[src/rtl/npu_pkg.sv]
// Shared NPU definitions: layer sequencer state encoding and accumulator width.
package npu_pkg;

    localparam int ACC_W = 16;

    typedef enum logic [2:0] {
        IDLE    = 3'd0,
        PREP    = 3'd1,
        LOAD    = 3'd2,
        STREAM  = 3'd3,
        CAPTURE = 3'd4,
        FINISH  = 3'd5
    } state_t;

endpackage

[src/rtl/neuron_layer_seq_if.sv]
// Control/result bundle between the layer sequencer and its surroundings
// (operand memories, shared MAC, host). The sequencer side is the master.
interface neuron_layer_seq_if #(
    parameter int XAW = 10,
    parameter int NAW = 4,
    parameter int WAW = 13
) ();
    import npu_pkg::*;

    logic             START;
    logic             BUSY;
    logic             DONE;
    logic [XAW-1:0]   X_ADDR;
    logic [WAW-1:0]   W_ADDR;
    logic [NAW-1:0]   BIAS_ADDR;
    logic             RST_MAC;
    logic             EN_MAC;
    logic [ACC_W-1:0] MAC_RESULT;
    logic             NEURON_VALID;
    logic [NAW-1:0]   NEURON_IDX;
    logic [ACC_W-1:0] NEURON_SUM;
    logic [NAW-1:0]   CLASS_OUT;
    logic [ACC_W-1:0] MAX_OUT;

    modport master (
        input  START, MAC_RESULT,
        output BUSY, DONE, X_ADDR, W_ADDR, BIAS_ADDR, RST_MAC, EN_MAC,
               NEURON_VALID, NEURON_IDX, NEURON_SUM, CLASS_OUT, MAX_OUT
    );

    modport slave (
        output START, MAC_RESULT,
        input  BUSY, DONE, X_ADDR, W_ADDR, BIAS_ADDR, RST_MAC, EN_MAC,
               NEURON_VALID, NEURON_IDX, NEURON_SUM, CLASS_OUT, MAX_OUT
    );

endinterface

[src/rtl/argmax_tracker.sv]
// Running argmax over neuron sums. The outputs already include the sum being
// presented this cycle, so a caller can register the final winner on the same
// edge that the last sum is absorbed. Ties keep the earlier (lower) index.
module argmax_tracker
    import npu_pkg::*;
#(
    parameter int IW = 4,
    parameter int VW = ACC_W
) (
    input  logic          clk,
    input  logic          rst,
    input  logic          clear,
    input  logic          valid,
    input  logic [IW-1:0] idx,
    input  logic [VW-1:0] value,
    output logic [IW-1:0] best_idx,
    output logic [VW-1:0] best_val
);

    logic          have_r;
    logic [IW-1:0] idx_r;
    logic [VW-1:0] val_r;
    logic          take_s;

    // First sum after a clear is taken unconditionally, later only if strictly larger.
    always_comb begin
        take_s = 1'b0;
        if (valid) begin
            take_s = !have_r || (value > val_r);
        end else begin
            take_s = 1'b0;
        end
    end

    assign best_idx = take_s ? idx   : idx_r;
    assign best_val = take_s ? value : val_r;

    // Best-so-far registers, cleared at the start of each layer.
    always_ff @(posedge clk or posedge rst) begin
        if (rst) begin
            have_r <= 1'b0;
            idx_r  <= '0;
            val_r  <= '0;
        end else if (clear) begin
            have_r <= 1'b0;
            idx_r  <= '0;
            val_r  <= '0;
        end else if (take_s) begin
            have_r <= 1'b1;
            idx_r  <= idx;
            val_r  <= value;
        end
    end

endmodule

[src/rtl/neuron_layer_seq.sv]
// Fully-connected layer sequencer: walks neurons one by one, streams operand
// addresses to sync-read memories, strobes the shared MAC and captures sums.
// All outputs are registered; next values are derived from the next state.
module neuron_layer_seq
    import npu_pkg::*;
#(
    parameter int N_INPUTS  = 784,
    parameter int N_NEURONS = 10,
    parameter int XAW       = $clog2(N_INPUTS),
    parameter int NAW       = (N_NEURONS > 1) ? $clog2(N_NEURONS) : 1,
    parameter int WAW       = $clog2(N_INPUTS * N_NEURONS)
) (
    input  logic              CLKEXT,
    input  logic              RST,
    neuron_layer_seq_if.master bus
);

    localparam logic [XAW-1:0] J_LAST = XAW'(N_INPUTS - 1);
    localparam logic [XAW-1:0] J_PEN  = XAW'(N_INPUTS - 2);
    localparam logic [NAW-1:0] N_LAST = NAW'(N_NEURONS - 1);
    localparam logic [WAW-1:0] N_STEP = WAW'(N_INPUTS);

    state_t           state_r, state_s;
    logic [XAW-1:0]   j_r;
    logic [NAW-1:0]   n_r;
    logic [WAW-1:0]   base_r;

    logic             busy_r, busy_s, done_r, done_s;
    logic [XAW-1:0]   x_addr_r, x_addr_s;
    logic [WAW-1:0]   w_addr_r, w_addr_s;
    logic [NAW-1:0]   bias_addr_r, bias_addr_s;
    logic             rst_mac_r, rst_mac_s, en_mac_r, en_mac_s;
    logic             nvalid_r, nvalid_s;
    logic [NAW-1:0]   nidx_r, nidx_s, class_r, class_s;
    logic [ACC_W-1:0] nsum_r, nsum_s, max_r, max_s;

    logic             start_ok_s, capture_s;
    logic [NAW-1:0]   best_idx_s;
    logic [ACC_W-1:0] best_val_s;

    assign start_ok_s = (state_r == IDLE) && bus.START;
    assign capture_s  = (state_r == CAPTURE);

    argmax_tracker #(.IW(NAW), .VW(ACC_W)) u_argmax (
        .clk      (CLKEXT),
        .rst      (RST),
        .clear    (start_ok_s),
        .valid    (capture_s),
        .idx      (n_r),
        .value    (bus.MAC_RESULT),
        .best_idx (best_idx_s),
        .best_val (best_val_s)
    );

    // State register.
    always_ff @(posedge CLKEXT or posedge RST) begin
        if (RST) state_r <= IDLE;
        else     state_r <= state_s;
    end

    // Next-state decode.
    always_comb begin
        state_s = state_r;
        case (state_r)
            IDLE:    state_s = bus.START ? PREP : IDLE;
            PREP:    state_s = LOAD;
            LOAD:    state_s = STREAM;
            STREAM:  state_s = (j_r == J_LAST) ? CAPTURE : STREAM;
            CAPTURE: state_s = (n_r == N_LAST) ? FINISH : PREP;
            FINISH:  state_s = IDLE;
            default: state_s = IDLE;
        endcase
    end

    // Next values of the registered outputs.
    always_comb begin
        busy_s      = (state_s != IDLE);
        done_s      = (state_s == FINISH);
        rst_mac_s   = (state_s == LOAD);
        en_mac_s    = (state_s == STREAM);
        nvalid_s    = capture_s;
        x_addr_s    = x_addr_r;
        w_addr_s    = w_addr_r;
        bias_addr_s = bias_addr_r;
        case (state_r)
            IDLE: begin
                if (bus.START) begin
                    x_addr_s    = '0;
                    w_addr_s    = '0;
                    bias_addr_s = '0;
                end else begin
                    x_addr_s    = x_addr_r;
                end
            end
            LOAD: begin
                x_addr_s = XAW'(1);
                w_addr_s = base_r + WAW'(1);
            end
            STREAM: begin
                // Stop advancing one short of the end so the address stays in range.
                if (j_r < J_PEN) begin
                    x_addr_s = x_addr_r + XAW'(1);
                    w_addr_s = w_addr_r + WAW'(1);
                end else begin
                    x_addr_s = x_addr_r;
                end
            end
            CAPTURE: begin
                if (n_r != N_LAST) begin
                    x_addr_s    = '0;
                    w_addr_s    = base_r + N_STEP;
                    bias_addr_s = n_r + NAW'(1);
                end else begin
                    x_addr_s    = x_addr_r;
                end
            end
            default: x_addr_s = x_addr_r;
        endcase
        if (capture_s) begin
            nsum_s = bus.MAC_RESULT;
            nidx_s = n_r;
        end else begin
            nsum_s = nsum_r;
            nidx_s = nidx_r;
        end
        if (capture_s && (n_r == N_LAST)) begin
            class_s = best_idx_s;
            max_s   = best_val_s;
        end else begin
            class_s = class_r;
            max_s   = max_r;
        end
    end

    // Operand, neuron and weight-base counters.
    always_ff @(posedge CLKEXT or posedge RST) begin
        if (RST) begin
            j_r    <= '0;
            n_r    <= '0;
            base_r <= '0;
        end else begin
            if (start_ok_s) begin
                n_r    <= '0;
                base_r <= '0;
            end else if (capture_s && (n_r != N_LAST)) begin
                n_r    <= n_r + NAW'(1);
                base_r <= base_r + N_STEP;
            end
            if (state_r == LOAD) begin
                j_r <= '0;
            end else if ((state_r == STREAM) && (j_r != J_LAST)) begin
                j_r <= j_r + XAW'(1);
            end
        end
    end

    // Output registers.
    always_ff @(posedge CLKEXT or posedge RST) begin
        if (RST) begin
            busy_r      <= 1'b0;
            done_r      <= 1'b0;
            x_addr_r    <= '0;
            w_addr_r    <= '0;
            bias_addr_r <= '0;
            rst_mac_r   <= 1'b0;
            en_mac_r    <= 1'b0;
            nvalid_r    <= 1'b0;
            nidx_r      <= '0;
            nsum_r      <= '0;
            class_r     <= '0;
            max_r       <= '0;
        end else begin
            busy_r      <= busy_s;
            done_r      <= done_s;
            x_addr_r    <= x_addr_s;
            w_addr_r    <= w_addr_s;
            bias_addr_r <= bias_addr_s;
            rst_mac_r   <= rst_mac_s;
            en_mac_r    <= en_mac_s;
            nvalid_r    <= nvalid_s;
            nidx_r      <= nidx_s;
            nsum_r      <= nsum_s;
            class_r     <= class_s;
            max_r       <= max_s;
        end
    end

    assign bus.BUSY         = busy_r;
    assign bus.DONE         = done_r;
    assign bus.X_ADDR       = x_addr_r;
    assign bus.W_ADDR       = w_addr_r;
    assign bus.BIAS_ADDR    = bias_addr_r;
    assign bus.RST_MAC      = rst_mac_r;
    assign bus.EN_MAC       = en_mac_r;
    assign bus.NEURON_VALID = nvalid_r;
    assign bus.NEURON_IDX   = nidx_r;
    assign bus.NEURON_SUM   = nsum_r;
    assign bus.CLASS_OUT    = class_r;
    assign bus.MAX_OUT      = max_r;

endmodule

[src/flat_wrapper.sv]
// flat-port wrapper written by rule: the top's interface ports become plain ports
module neuron_layer_seq_flat import npu_pkg::*;
#(
    parameter int N_INPUTS  = 784,
    parameter int N_NEURONS = 10,
    parameter int XAW       = $clog2(N_INPUTS),
    parameter int NAW       = (N_NEURONS > 1) ? $clog2(N_NEURONS) : 1,
    parameter int WAW       = $clog2(N_INPUTS * N_NEURONS)
)
  (CLKEXT, RST, bus_START, bus_MAC_RESULT, bus_BUSY, bus_DONE, bus_X_ADDR, bus_W_ADDR, bus_BIAS_ADDR, bus_RST_MAC, bus_EN_MAC, bus_NEURON_VALID, bus_NEURON_IDX, bus_NEURON_SUM, bus_CLASS_OUT, bus_MAX_OUT);
  neuron_layer_seq_if #(.XAW(XAW), .NAW(NAW), .WAW(WAW)) bus_i ();
  input  logic CLKEXT;
  input  logic RST;
  input wire logic [$bits(bus_i.START)-1:0] bus_START;
  input wire logic [$bits(bus_i.MAC_RESULT)-1:0] bus_MAC_RESULT;
  output wire logic [$bits(bus_i.BUSY)-1:0] bus_BUSY;
  output wire logic [$bits(bus_i.DONE)-1:0] bus_DONE;
  output wire logic [$bits(bus_i.X_ADDR)-1:0] bus_X_ADDR;
  output wire logic [$bits(bus_i.W_ADDR)-1:0] bus_W_ADDR;
  output wire logic [$bits(bus_i.BIAS_ADDR)-1:0] bus_BIAS_ADDR;
  output wire logic [$bits(bus_i.RST_MAC)-1:0] bus_RST_MAC;
  output wire logic [$bits(bus_i.EN_MAC)-1:0] bus_EN_MAC;
  output wire logic [$bits(bus_i.NEURON_VALID)-1:0] bus_NEURON_VALID;
  output wire logic [$bits(bus_i.NEURON_IDX)-1:0] bus_NEURON_IDX;
  output wire logic [$bits(bus_i.NEURON_SUM)-1:0] bus_NEURON_SUM;
  output wire logic [$bits(bus_i.CLASS_OUT)-1:0] bus_CLASS_OUT;
  output wire logic [$bits(bus_i.MAX_OUT)-1:0] bus_MAX_OUT;
  assign bus_i.START = bus_START;
  assign bus_i.MAC_RESULT = bus_MAC_RESULT;
  assign bus_BUSY = bus_i.BUSY;
  assign bus_DONE = bus_i.DONE;
  assign bus_X_ADDR = bus_i.X_ADDR;
  assign bus_W_ADDR = bus_i.W_ADDR;
  assign bus_BIAS_ADDR = bus_i.BIAS_ADDR;
  assign bus_RST_MAC = bus_i.RST_MAC;
  assign bus_EN_MAC = bus_i.EN_MAC;
  assign bus_NEURON_VALID = bus_i.NEURON_VALID;
  assign bus_NEURON_IDX = bus_i.NEURON_IDX;
  assign bus_NEURON_SUM = bus_i.NEURON_SUM;
  assign bus_CLASS_OUT = bus_i.CLASS_OUT;
  assign bus_MAX_OUT = bus_i.MAX_OUT;
  neuron_layer_seq #(.N_INPUTS(N_INPUTS), .N_NEURONS(N_NEURONS), .XAW(XAW), .NAW(NAW), .WAW(WAW)) u_core (.CLKEXT(CLKEXT), .RST(RST), .bus(bus_i));
endmodule
[config.mk]
export PLATFORM = sky130hd
export DESIGN_NAME = neuron_layer_seq_flat
export DESIGN_NICKNAME = d
export VERILOG_FILES = /design/src/rtl/npu_pkg.sv /design/src/rtl/neuron_layer_seq_if.sv /design/src/rtl/argmax_tracker.sv /design/src/rtl/neuron_layer_seq.sv /design/src/flat_wrapper.sv
export SDC_FILE = /design/constraint.sdc
export NUM_CORES = 1
export LEC_CHECK = 0
export ABC_CLOCK_PERIOD_IN_PS = 4000
export CAP_MARGIN = 0
export CELL_PAD_IN_SITES_DETAIL_PLACEMENT = 0
export CELL_PAD_IN_SITES_GLOBAL_PLACEMENT = 1
export CORE_MARGIN = 10
export CORE_UTILIZATION = 25
export CTS_BUF_LIST = sky130_fd_sc_hd__clkbuf_4 sky130_fd_sc_hd__clkbuf_8 sky130_fd_sc_hd__clkbuf_16
export CTS_CLUSTER_DIAMETER = 50
export CTS_CLUSTER_SIZE = 24
export DETAILED_ROUTE_END_ITERATION = 7
export GPL_TIMING_DRIVEN = 0
export HOLD_SLACK_MARGIN = 0.05
export PLACE_DENSITY_LB_ADDON = 0.12
export SYNTH_ARGS = -nofsm -noshare
export SYNTH_HDL_FRONTEND = slang
export SYNTH_SLANG_ARGS = --single-unit
export TNS_END_PERCENT = 100
[constraint.sdc]
create_clock -name CLKEXT -period 4 [get_ports CLKEXT]
set_input_delay 0.4 -clock CLKEXT [delete_from_list [all_inputs] [get_ports CLKEXT]]
set_output_delay 0.4 -clock CLKEXT [all_outputs]
set_load 0.05 [all_outputs]
Yosys cells after proc, flatten, opt, wreduce, memory -nomap -nowiden --
Cells that the tools add are included.
Operators by class: div/mod/pow operators 0, equal/unequal tests 14, bitwise operators 0, mux-type cells 28, multiply operators 0, order comparisons 2, reduce and logical (&&, ||, !) cells 15, add/sub/neg operators 6, shifts and indexed selects 0
Operators with widths (count):
- 13-bit two-way mux | 5
- 13-bit case mux with 4 select lines | 1
- 10-bit two-way mux | 5
- 10-bit case mux with 4 select lines | 1
- 16-bit two-way mux | 2
- 13-bit by 1-bit adder with 13-bit output, second input constant | 2
- 4-bit two-way mux | 6
- 10-bit by 1-bit adder with 10-bit output, second input constant | 2
- 16-bit > comparator | 1
- 3-bit case mux with 5 select lines | 1
- 13-bit by 10-bit adder with 13-bit output, second input constant | 1
- 3-bit by 2-bit == test with 1-bit output, second input constant | 4
- 10-bit == test, second input constant | 1
- 10-bit less-than comparator, second input constant | 1
- 10-bit inequality test, second input constant | 1
- 4-bit case mux with 2 select lines | 1
- 2-bit nonzero test | 4
- 3-bit == test, second input constant | 2
- 3-bit two-way mux | 2
- 4-bit by 1-bit adder with 4-bit output, second input constant | 1
- 4-bit == test, second input constant | 1
- 1-bit logical AND | 4
- 1-bit two-way mux | 4
- 2-bit inequality test, second input constant | 2
- other kinds (10) | 10
Word-level totals: memory bits (read-only) 0, latch bits 0, memory bits (writable) 0, word-level logic and storage cells 84, flip-flop bits (word level) 123, memories 0, input port bits 19

Longest topological paths before layout --
Gate-level depths: netlist of run 1.
word-level depth 5, mapped depth 12, depth with buffers taken out 9

Hierarchy --
A second synthesis of run 1 with hierarchy kept.
Second synthesis, totals: cells, all modules 652, area total of the unflattened synthesis 6488.7 µm²
Modules (own cells, without submodules):
- neuron_layer_seq | area each 4780.8 µm², cells an instance 481, times used 1, sequential area each 2452.4 µm²
- argmax_tracker | area each 1707.9 µm², cells an instance 171, times used 1, sequential area each 525.5 µm²

Worst setup path before layout of run 1 --
OpenSTA, ideal clock, no wires.
path kind reg-to-reg, start point register u_core.state_r[2], end point register u_core.w_addr_r[12] (netlist: u_core.bus.W_ADDR[12]), cell stages (with the launch flop) 12, arrival 2.419 ns, period minus slack after synthesis 2.545 ns, setup slack 1.455 ns, library setup time 0.126 ns, cells stage by stage dfrtp_1 and3b_1 clkbuf_1 clkbuf_1 and2_1 ha_1 and2_1 nand2_1 nor4_1 xnor2_1 a221oi_1 nor2_1
Between the ends: longest elaborated chain between the ends 3, elaborated cells between the ends (all ways) 10, those cells by class 6 x eq/ne; 1 x mux; 3 x reduce/logical
Ends and longest elaborated chain:
- start, declared | line neuron_layer_seq.sv:23 | state_t state_r, state_s;
- start signal, assigned | line neuron_layer_seq.sv:58 | else state_r <= state_s;
- 3-bit by 2-bit == test with 1-bit output, or another cell as far along | line neuron_layer_seq.sv:85 | case (state_r)
- 2-bit by 1-bit inequality test with 1-bit output (no source line), or another cell as far along
- 4-bit AND reduction (no source line)
- end signal, assigned | line neuron_layer_seq.sv:176 | w_addr_r <= w_addr_s;
- end, declared | line neuron_layer_seq.sv:30 | logic [WAW-1:0] w_addr_r, w_addr_s;
Several ways; a longest one is shown, not always the timed one. A chain may end at the register's enable or synchronous reset.

Worst setup path in the final report of run 1 --
Ends and elaborated chain as after synthesis.

==> flow_summary.toml, run 1 <==
[run_status]
status = "complete, no violations"

[run]
maxCapViolations = 0

[logic_synthesis]
async_flop_share_pct = 100.0
synth_top_area_share_pct = 50.97
synth_edf_count = 0
yosys_warnings = 0
synth.distinct_cells = 50
yosysSeqAreaShare_pct = 50.97
syn_area_per_cell_sq_um = 9.229
netlist_instances = 633
syn-cell-area_sq_mm = 0.005842
yosysTopAreaCell = "dfrtp_1"
ys_seq_elements = 119
ys_top_cells_by_area = "dfrtp_1, nand2_1, ha_1"
ys.flop_type = "dfrtp_1"
synthesis.nets = 674

[setup_path]
cp-startpoint = "u_core.state_r[2]"
critPathMaxStageDelay_ps = 470
cpLargestDelayFamily = "simple AND/OR/NAND/NOR gates"
worstReg2RegEnd = "u_core.bus.W_ADDR[12]"
worstPathCellList = "and3b_1, clkbuf_1, clkbuf_1, and2_1, ha_1, and2_1, nand2_1, nor4_1, xnor2_1, a221oi_1, nor2_1"
endpoint_kind = "flop"
cp_data_required_time_ps = 4290
rr_worst_depth = 11
path_max_fanout = 10
worstSetupEndpoint = "u_core.bus.W_ADDR[12]"
critPathArrivalTime_ps = 3430
cp_slowest_cell = "dfrtp_1"
path_class = "flop to flop"
reg2reg_slack_ps = 860
worst-path-stages = 11
r2r_start = "u_core.state_r[2]"
crit_buf_inv = 2
critPathLaunchType = "flop"

[placed_design]
numPortBuffers = 90
dpl.cell_count = 1037
place_ws_ps = 729.6
placed_area_sq_mm = 0.007167
dp_hpwl_um = 13280
routabilityCongestion = 0.7624

[grt]
grt_overflow = 0
grt_usage_pct = 12.52
grt_start_max_net_pins = 79
antenna_found_initial = 0
grt_pass1_wl_um = 30000
grt_pass1_vias = 5163

[timing]
fin_skew_ps = 12.31
period_needed_ps = 3140
period_share_pct = 78.49
tns_ps = 0
fmax_mhz = 318.5
grt_setup_unrepaired = "false"
setup_ws_ps = 860.4
hold_viol = 0
drv_slew = 0
finalSetupViolations = 0
slew_headroom_pct = 50.98
worst_pin_slew_ps = 727.6

[hold_path]
hp-class = "input pin to async pin"

[pwr]
clockPowerShare_pct = 51.2
comb_power_share_pct = 7.5
seqPwrFrac_pct = 41.4
switching_power_mw = 0.7753
sw_frac_of_total_pct = 25.68
intPower_mw = 2.244
power.leakage_nw = 3.268
power.density_mw_per_mm2 = 389.2
irDropWorstVdd_mv = 0.2512

[floorplan]
fp.dieArea_sq_mm = 0.02988
die_w_um = 172.9
core_area_sq_mm = 0.02285
num_rows = 55
start_util_pct = 25.57
ios = 91
die_y_um = 172.9

[drt]
dr.pass1.iters = 4
drc = 0
wl_per_cell_um = 17.33
initialDrtViolationCount = 393
vias = 5015
via_per_inst = 4.691
ant_nets = 0
routed_wl_um = 18520

[final_layout]
layout_commonest_cell = "dfrtp_1"
layout_common_cells = "dfrtp_1, nand2_1, clkdlybuf4s50_1, nor2_1"
final_area_sq_mm = 0.007757
postLayoutCoreUtil_pct = 33.95
syn2layout_area_growth_pct = 32.79
drive_gt1_share_pct = 6.878
instances_no_fill = 1069
antennaDiodeCount = 0
fin_nets = 784

[cts]
cts_made_buffers = 17
post-cts-setup-buffer-count = 0
clk_pin_slew_worst_paths_ps = 60
cts_root_buf = "clkbuf_16"
clock_latency_ps = 420
cts_hold_buffers = 0
cts_num_sinks = 119
cts_resized = 0
cts_max_path_buffers = 2
htreeDepth = 4
cts_tree = "built"
through the flow:
step | total power, mW | hold slack, ps
after floorplan | 1.403 | 480.3
after global placement | 1.495 | 461.2
after detailed placement | 1.501 | 461.7
after CTS | 3.067 | 387.6
after global routing | 3.140 | 420.2
final | 3.019 | 386.1
cell families after synthesis:
family / count (synthesis) / share of synthesized area, %
AOI/OAI and AO/OA: 139 / 14.44
xor gates and xnor gates: 31 / 4.648
adders and majority gates: 22 / 4.712
buffers and inverters: 59 / 4.241
DFF: 119 / 50.97
muxes: 6 / 1.049
and+or+nand+nor: 257 / 19.94
per-layer routing:
metal	share of wire [%]	track usage, %	vias up
li1	-	-	2427
met1	49	16.95	2462
met2	45	19.18	111
met3	4.3	3.442	15
met4	1.3	3.414	0
met5	0	0	-
final cells by class:
type / instances / area [sq um]
multi-input cells: 455 / 2616
well taps: 313 / 391.6
clock inverters: 14 / 151.4
clock buffers: 18 / 439.2
flip-flops and latches: 119 / 2978
inverters: 27 / 106.4
plain buffers: 32 / 146.4
repair buffers: 91 / 928.4
fillers: 2420 / 15090
synthesized netlist by cell type, types with 2 or more instances:
cell type / n
nand2b_1: 3
dfrtp_1: 119
clkbuf_1: 20
or3_1: 4
a22o_1: 2
o21ai_0: 40
a21oi_1: 40
nor2b_1: 2
and3b_1: 2
a221oi_1: 5
nand4_1: 12
a211oi_1: 4
nor4_1: 5
a211o_1: 2
o221ai_1: 2
a31oi_1: 19
o21ai_1: 7
nand3_1: 34
nor2_1: 68
ha_1: 22
nand2_1: 99
o21a_1: 2
inv_1: 25
and2_1: 6
nor3_1: 6
buf_2: 9
inv_2: 2
a41o_1: 2
xnor2_1: 14
mux2i_1: 5
a21o_1: 6
xor2_1: 17
buf_4: 2
o32a_1: 2
and3_1: 9
worst min-delay path by stage:
stage,to,slack (ps),cells past startpoint
after floorplan,u_core.u_argmax.have_r,480,2
after global placement,u_core.bus.NEURON_SUM[14],460,2
after detailed placement,u_core.bus.NEURON_SUM[8],460,2
after CTS,u_core.bus.NEURON_SUM[11],390,2
after global routing,u_core.bus.NEURON_SUM[11],420,2
final,u_core.bus.NEURON_SUM[11],390,2
sequential cells by signal, indices dropped and copies added (netlist names), 9 cells and up:
name	flops
u_core.base_r	9
u_core.bus.NEURON_SUM	16
u_core.bus.MAX_OUT	16
u_core.bus.W_ADDR	13
u_core.bus.X_ADDR	10
u_core.u_argmax.val_r	16
u_core.j_r	10
power by group through the flow:
stage	combinational (mW)	clock, mW	sequential (mW)
2_1_floorplan	0.0875	0	1.32
3_3_place_gp	0.224	0	1.27
3_5_place_dp	0.230	0	1.27
4_1_cts	0.231	1.59	1.25
5_1_grt	0.248	1.64	1.25
6_report	0.225	1.55	1.25
(Power assumes the default switching activity.)
==> inputs of run 2 (changes only) <==
--- a/config.mk
+++ b/config.mk
@@ -5,7 +5,7 @@
 export SDC_FILE = /design/constraint.sdc
 export NUM_CORES = 1
 export LEC_CHECK = 0
-export ABC_CLOCK_PERIOD_IN_PS = 4000
+export ABC_CLOCK_PERIOD_IN_PS = 3200
 export CAP_MARGIN = 0
 export CELL_PAD_IN_SITES_DETAIL_PLACEMENT = 0
 export CELL_PAD_IN_SITES_GLOBAL_PLACEMENT = 1
==> constraint.sdc (replaced) <==
create_clock -name CLKEXT -period 3.2 [get_ports CLKEXT]
set_input_delay 0.32 -clock CLKEXT [delete_from_list [all_inputs] [get_ports CLKEXT]]
set_output_delay 0.32 -clock CLKEXT [all_outputs]
set_load 0.05 [all_outputs]
==> flow_summary.toml, run 2 (same netlist as run 1, synthesis figures left out) <==
[floorplan]
core_area_sq_mm = 0.02285
die_y_um = 172.9
ios = 91
start_util_pct = 25.57
die_w_um = 172.9
fp.dieArea_sq_mm = 0.02988
num_rows = 55

[hold_path]
hp-class = "input pin to async pin"

[timing]
drv_slew = 0
worst_pin_slew_ps = 827.9
grt_setup_unrepaired = "false"
fmax_mhz = 341.3
period_needed_ps = 2930
tns_ps = 0
slew_headroom_pct = 44.69
finalSetupViolations = 0
period_share_pct = 91.55
fin_skew_ps = 12.26
hold_viol = 0

[setup_path]
cpMostUsedCell = "and2_1"
r2r_start = "u_core.state_r[2]"
critPathMaxStageDelay_ps = 470
cp_slowest_cell = "dfrtp_1"
worstSetupEndpoint = "u_core.bus.W_ADDR[12]"
endpoint_kind = "flop"
worstPathCellList = "and3b_1, clkbuf_1, clkbuf_2, and2_1, ha_1, and2_1, nand2_1, nor4_2, xnor2_1, a221oi_1, nor2_1"
critPathLaunchType = "flop"
cp_data_required_time_ps = 3490
worstReg2RegEnd = "u_core.bus.W_ADDR[12]"
reg2reg_slack_ps = 270
path_max_fanout = 10
crit_buf_inv = 2
path_class = "flop to flop"
worst-path-stages = 11
cpLargestDelayFamily = "simple AND/OR/NAND/NOR gates"
rr_worst_depth = 11
critPathArrivalTime_ps = 3220
cp-startpoint = "u_core.state_r[2]"

[grt]
antenna_found_initial = 0
grt_start_max_net_pins = 35
grt_overflow = 0
grt_usage_pct = 12.46
grt_pass1_vias = 5132
grt_pass1_wl_um = 29880

[drt]
routed_wl_um = 18510
drc = 0
ant_nets = 0
wl_per_cell_um = 17.28
via_per_inst = 4.621
vias = 4949
dr.pass1.iters = 4
initialDrtViolationCount = 411

[final_layout]
syn2layout_area_growth_pct = 33.54
drive_gt1_share_pct = 7.388
fin_nets = 786
nFillCells = 2416
layout_common_cells = "dfrtp_1, nand2_1, clkdlybuf4s50_1, nor2_1"
antennaDiodeCount = 0
postLayoutCoreUtil_pct = 34.15
layout_commonest_cell = "dfrtp_1"

[run_status]
status = "complete, no violations"

[cts]
cts_num_sinks = 119
clk_pin_slew_worst_paths_ps = 60
clock_latency_ps = 410
cts_resized = 0
cts_max_path_buffers = 2
cts_made_buffers = 17
post-cts-setup-buffer-count = 0
cts_hold_buffers = 0
cts_tree = "built"
cts_root_buf = "clkbuf_16"
htreeDepth = 4

[placed_design]
routabilityCongestion = 0.7476
dp_hpwl_um = 13460
numPortBuffers = 90

[pwr]
irDropWorstVdd_mv = 0.2620
finalPower_mw = 3.772
power.density_mw_per_mm2 = 483.5
power.leakage_nw = 3.288

[run]
maxCapViolations = 0
run 2: how the worst min path moves through the flow:
stage	end	cells after the start	slack, ps	startpoint
detailed placement	u_core.bus.NEURON_IDX[3]	2	460	u_core.bus.NEURON_IDX[3]
finish	u_core.bus.NEURON_VALID	2	410	RST
floorplan	u_core.bus.NEURON_SUM[10]	2	430	bus_MAC_RESULT[10]
global route	u_core.bus.NEURON_VALID	2	480	RST
CTS	u_core.bus.NEURON_VALID	2	420	RST
global placement	u_core.bus.NEURON_SUM[14]	2	460	u_core.bus.NEURON_SUM[14]
run 2: final cells by class:
| class | instances | area [sq um] | area share [%] |
|---|---|---|---|
| buffer | 32 | 147.6 | 1.893 |
| clock buffer | 17 | 425.4 | 5.453 |
| clock inverter | 15 | 170.2 | 2.181 |
| inverter | 27 | 105.1 | 1.347 |
| multi-input combinational | 455 | 2623 | 33.62 |
| sequential | 119 | 2978 | 38.17 |
| tap | 313 | 391.6 | 5.020 |
| timing repair buffer | 93 | 960.9 | 12.32 |
run 2: metal layers:
layer	wire length [um]	global-route usage, %	part of all wire (%)	vias to the layer above
met5	0	0	0	-
li1	-	-	-	2426
met3	918	3.638	5.0	6
met1	8949	16.88	48	2426
met2	8545	19.05	46	91
met4	93	3.126	0.50	0
run 2: worst reg2reg max path, cell delays in order, from the launching register on:
cell	delay [ps]
dfrtp_1	470
and3b_1	260
clkbuf_1	250
clkbuf_2	320
and2_1	170
ha_1	210
and2_1	170
nand2_1	120
nor4_2	350
xnor2_1	100
a221oi_1	310
nor2_1	70
run 2: through the flow:
| step | setup slack [ps] | cells | hold slack [ps] | area (sq um) |
|---|---|---|---|---|
| finish | 270.4 | 1071 | 414.6 | 7801 |
| detailed placement | 3.488 | 1039 | 462.8 | 7198 |
| global placement | 16.78 | 1036 | 461.1 | 7138 |
| global route | 61.65 | 1071 | 475.8 | 7801 |
| floorplan | 655.2 | 633 | 425.4 | 5846 |
| CTS | 27.49 | 1071 | 423.7 | 7794 |
run 2: report_power, final:
| part | switching [mW] | internal (mW) |
|---|---|---|
| combinational | 0.179 | 0.109 |
| clock | 0.761 | 1.16 |
| sequential | 0.0334 | 1.53 |
| total | 0.973 | 2.80 |
==> inputs of run 3 (changes only) <==
--- a/config.mk
+++ b/config.mk
@@ -9,12 +9,12 @@
 export CAP_MARGIN = 0
 export CELL_PAD_IN_SITES_DETAIL_PLACEMENT = 0
 export CELL_PAD_IN_SITES_GLOBAL_PLACEMENT = 1
-export CORE_MARGIN = 10
 export CORE_UTILIZATION = 25
 export CTS_BUF_LIST = sky130_fd_sc_hd__clkbuf_4 sky130_fd_sc_hd__clkbuf_8 sky130_fd_sc_hd__clkbuf_16
 export CTS_CLUSTER_DIAMETER = 50
 export CTS_CLUSTER_SIZE = 24
 export DETAILED_ROUTE_END_ITERATION = 7
+export DONT_BUFFER_PORTS = 1
 export GPL_TIMING_DRIVEN = 0
 export HOLD_SLACK_MARGIN = 0.05
 export PLACE_DENSITY_LB_ADDON = 0.12
==> flow_summary.toml, run 3 (same netlist as run 1, synthesis figures left out) <==
[run_status]
status = "complete, no violations"

[placed_design]
place_ws_ps = -180.2
numPortBuffers = 0
routabilityCongestion = 0.7228
dp_hpwl_um = 12720
placed_area_sq_mm = 0.006297

[final_layout]
syn2layout_area_growth_pct = 21.55
drive_gt1_share_pct = 8.199
layout_commonest_cell = "dfrtp_1"
postLayoutCoreUtil_pct = 31.17
layout_common_cells = "dfrtp_1, nand2_1, nor2_1, o21ai_0, a21oi_1"
antennaDiodeCount = 0
fin_nets = 711
final_area_sq_mm = 0.007101

[cts]
post-cts-setup-buffer-count = 0
cts_made_buffers = 17
clock_latency_ps = 420
htreeDepth = 4
cts_max_path_buffers = 2
cts_root_buf = "clkbuf_16"
cts_tree = "built"
clk_pin_slew_worst_paths_ps = 60
cts_num_sinks = 119

[pwr]
clockPowerShare_pct = 53.9
irDropWorstVdd_mv = 0.2560
power.density_mw_per_mm2 = 548.0
seqPwrFrac_pct = 41.9
switching_power_mw = 0.9168
sw_frac_of_total_pct = 23.56
power.leakage_nw = 3.017
intPower_mw = 2.974
comb_power_share_pct = 4.3

[timing]
period_share_pct = 90.11
fin_skew_ps = 12.97
period_needed_ps = 2883
fmax_mhz = 346.8
drv_slew = 0
setup_ws_ps = 316.5
hold_viol = 0
worst_pin_slew_ps = 754.4
slew_headroom_pct = 49.00
finalSetupViolations = 0
grt_setup_unrepaired = "false"

[drt]
dr.pass1.iters = 4
wl_met2_um = 8217
routed_wl_um = 17740
wl_per_cell_um = 17.81
drt-met1-wl_um = 8268
initialDrtViolationCount = 283
maxUsedRoutingLayer = "met4"
ant_nets = 0
drc = 0
via_per_inst = 4.658
dr_wl_met3_um = 1080
vias = 4639

[floorplan]
ios = 91
die_y_um = 154.9
core_area_sq_mm = 0.02278
num_rows = 55
die_w_um = 154.9
start_util_pct = 25.65
fp.dieArea_sq_mm = 0.02398

[setup_path]
reg2reg_slack_ps = 320
path_class = "flop to flop"
worstReg2RegEnd = "u_core.bus.W_ADDR[12]"
r2r_start = "u_core.state_r[2]"
worstPathCellList = "and3b_2, clkbuf_2, and2_1, ha_1, and2_1, nand2_1, nor4_1, xnor2_1, a221oi_1, nor2_1"
critPathLaunchType = "flop"
cpMostUsedCell = "and2_1"
cp_slowest_cell = "dfrtp_1"
endpoint_kind = "flop"
cp_data_required_time_ps = 3490
critPathArrivalTime_ps = 3180
path_max_fanout = 10
critPathMaxStageDelay_ps = 450
rr_worst_depth = 10

[run]
maxCapViolations = 0

[grt]
antenna_found_initial = 0
grt_pass1_vias = 4759
grt_usage_pct = 15.58
grt_pass1_wl_um = 28060
grt_overflow = 0
grt_start_max_net_pins = 40

[hold_path]
hold_start = "bus_MAC_RESULT[13]"
hp-class = "input pin to flop"
min_to = "u_core.u_argmax.val_r[13]"
whs_path_depth = 2
run 3: layout make-up:
cell class | count | area (sq um)
Fill cell | 2407 | 15680
Sequential cell | 119 | 2978
Multi-Input combinational cell | 455 | 2618
Clock buffer | 21 | 474.2
Tap cell | 313 | 391.6
Timing Repair Buffer | 19 | 220.2
Clock inverter | 11 | 170.2
Buffer | 31 | 143.9
Inverter | 27 | 105.1
run 3: repair_timing:
action                     in CTS  in global routing
pin swaps                       0                  0
setup endpoints to repair       2                  2
gates resized for setup         1                  1
hold endpoints to repair       32                  0
hold buffers                   16                  0
gates cloned                    0                  0
run 3: layer usage:
layer | vias to the layer above | global-route usage (%)
li1 | 2281 | -
met1 | 2260 | 20.24
met2 | 90 | 24.09
met3 | 8 | 5.292
met4 | 0 | 5.375
met5 | - | 0
run 3: critical path, delay by kind of cell, from the launching register on:
| kind | cells | cell delay [ps] |
|---|---|---|
| buf+inv | 1 | 320 |
| fa+ha+maj | 1 | 220 |
| xor+xnor | 1 | 110 |
| flops | 1 | 450 |
| compound gates | 1 | 310 |
| simple gates | 6 | 1350 |
run 3: how the worst max path moves through the flow:
stage	cells after the start	slack, ps	from	end
detailed placement	11	-180	u_core.state_r[2]	u_core.bus.W_ADDR[12]
global route	10	40	u_core.state_r[2]	u_core.bus.W_ADDR[12]
global placement	11	-120	u_core.state_r[2]	u_core.bus.W_ADDR[12]
floorplan	11	660	u_core.state_r[2]	u_core.bus.W_ADDR[12]
CTS	11	30	u_core.state_r[2]	u_core.bus.W_ADDR[12]
finish	10	320	u_core.state_r[2]	u_core.bus.W_ADDR[12]
run 3: metrics by stage:
step	TNS [ps]	hold slack, ps	std cells	power [mW]
after floorplan	0	425.4	633	1.754
after global placement	-122.4	432.9	946	1.797
after detailed placement	-180.2	235.0	949	1.807
after CTS	0	50.66	997	3.960
after global routing	0	68.14	996	4.045
final	0	71.33	996	3.891
run 3: power groups by stage:
stage / logic (mW) / registers [mW] / clock network, mW
after floorplan: 0.110 / 1.64 / 0
after global placement: 0.140 / 1.66 / 0
after detailed placement: 0.150 / 1.66 / 0
after CTS: 0.170 / 1.63 / 2.16
after global routing: 0.189 / 1.64 / 2.22
final: 0.165 / 1.63 / 2.10
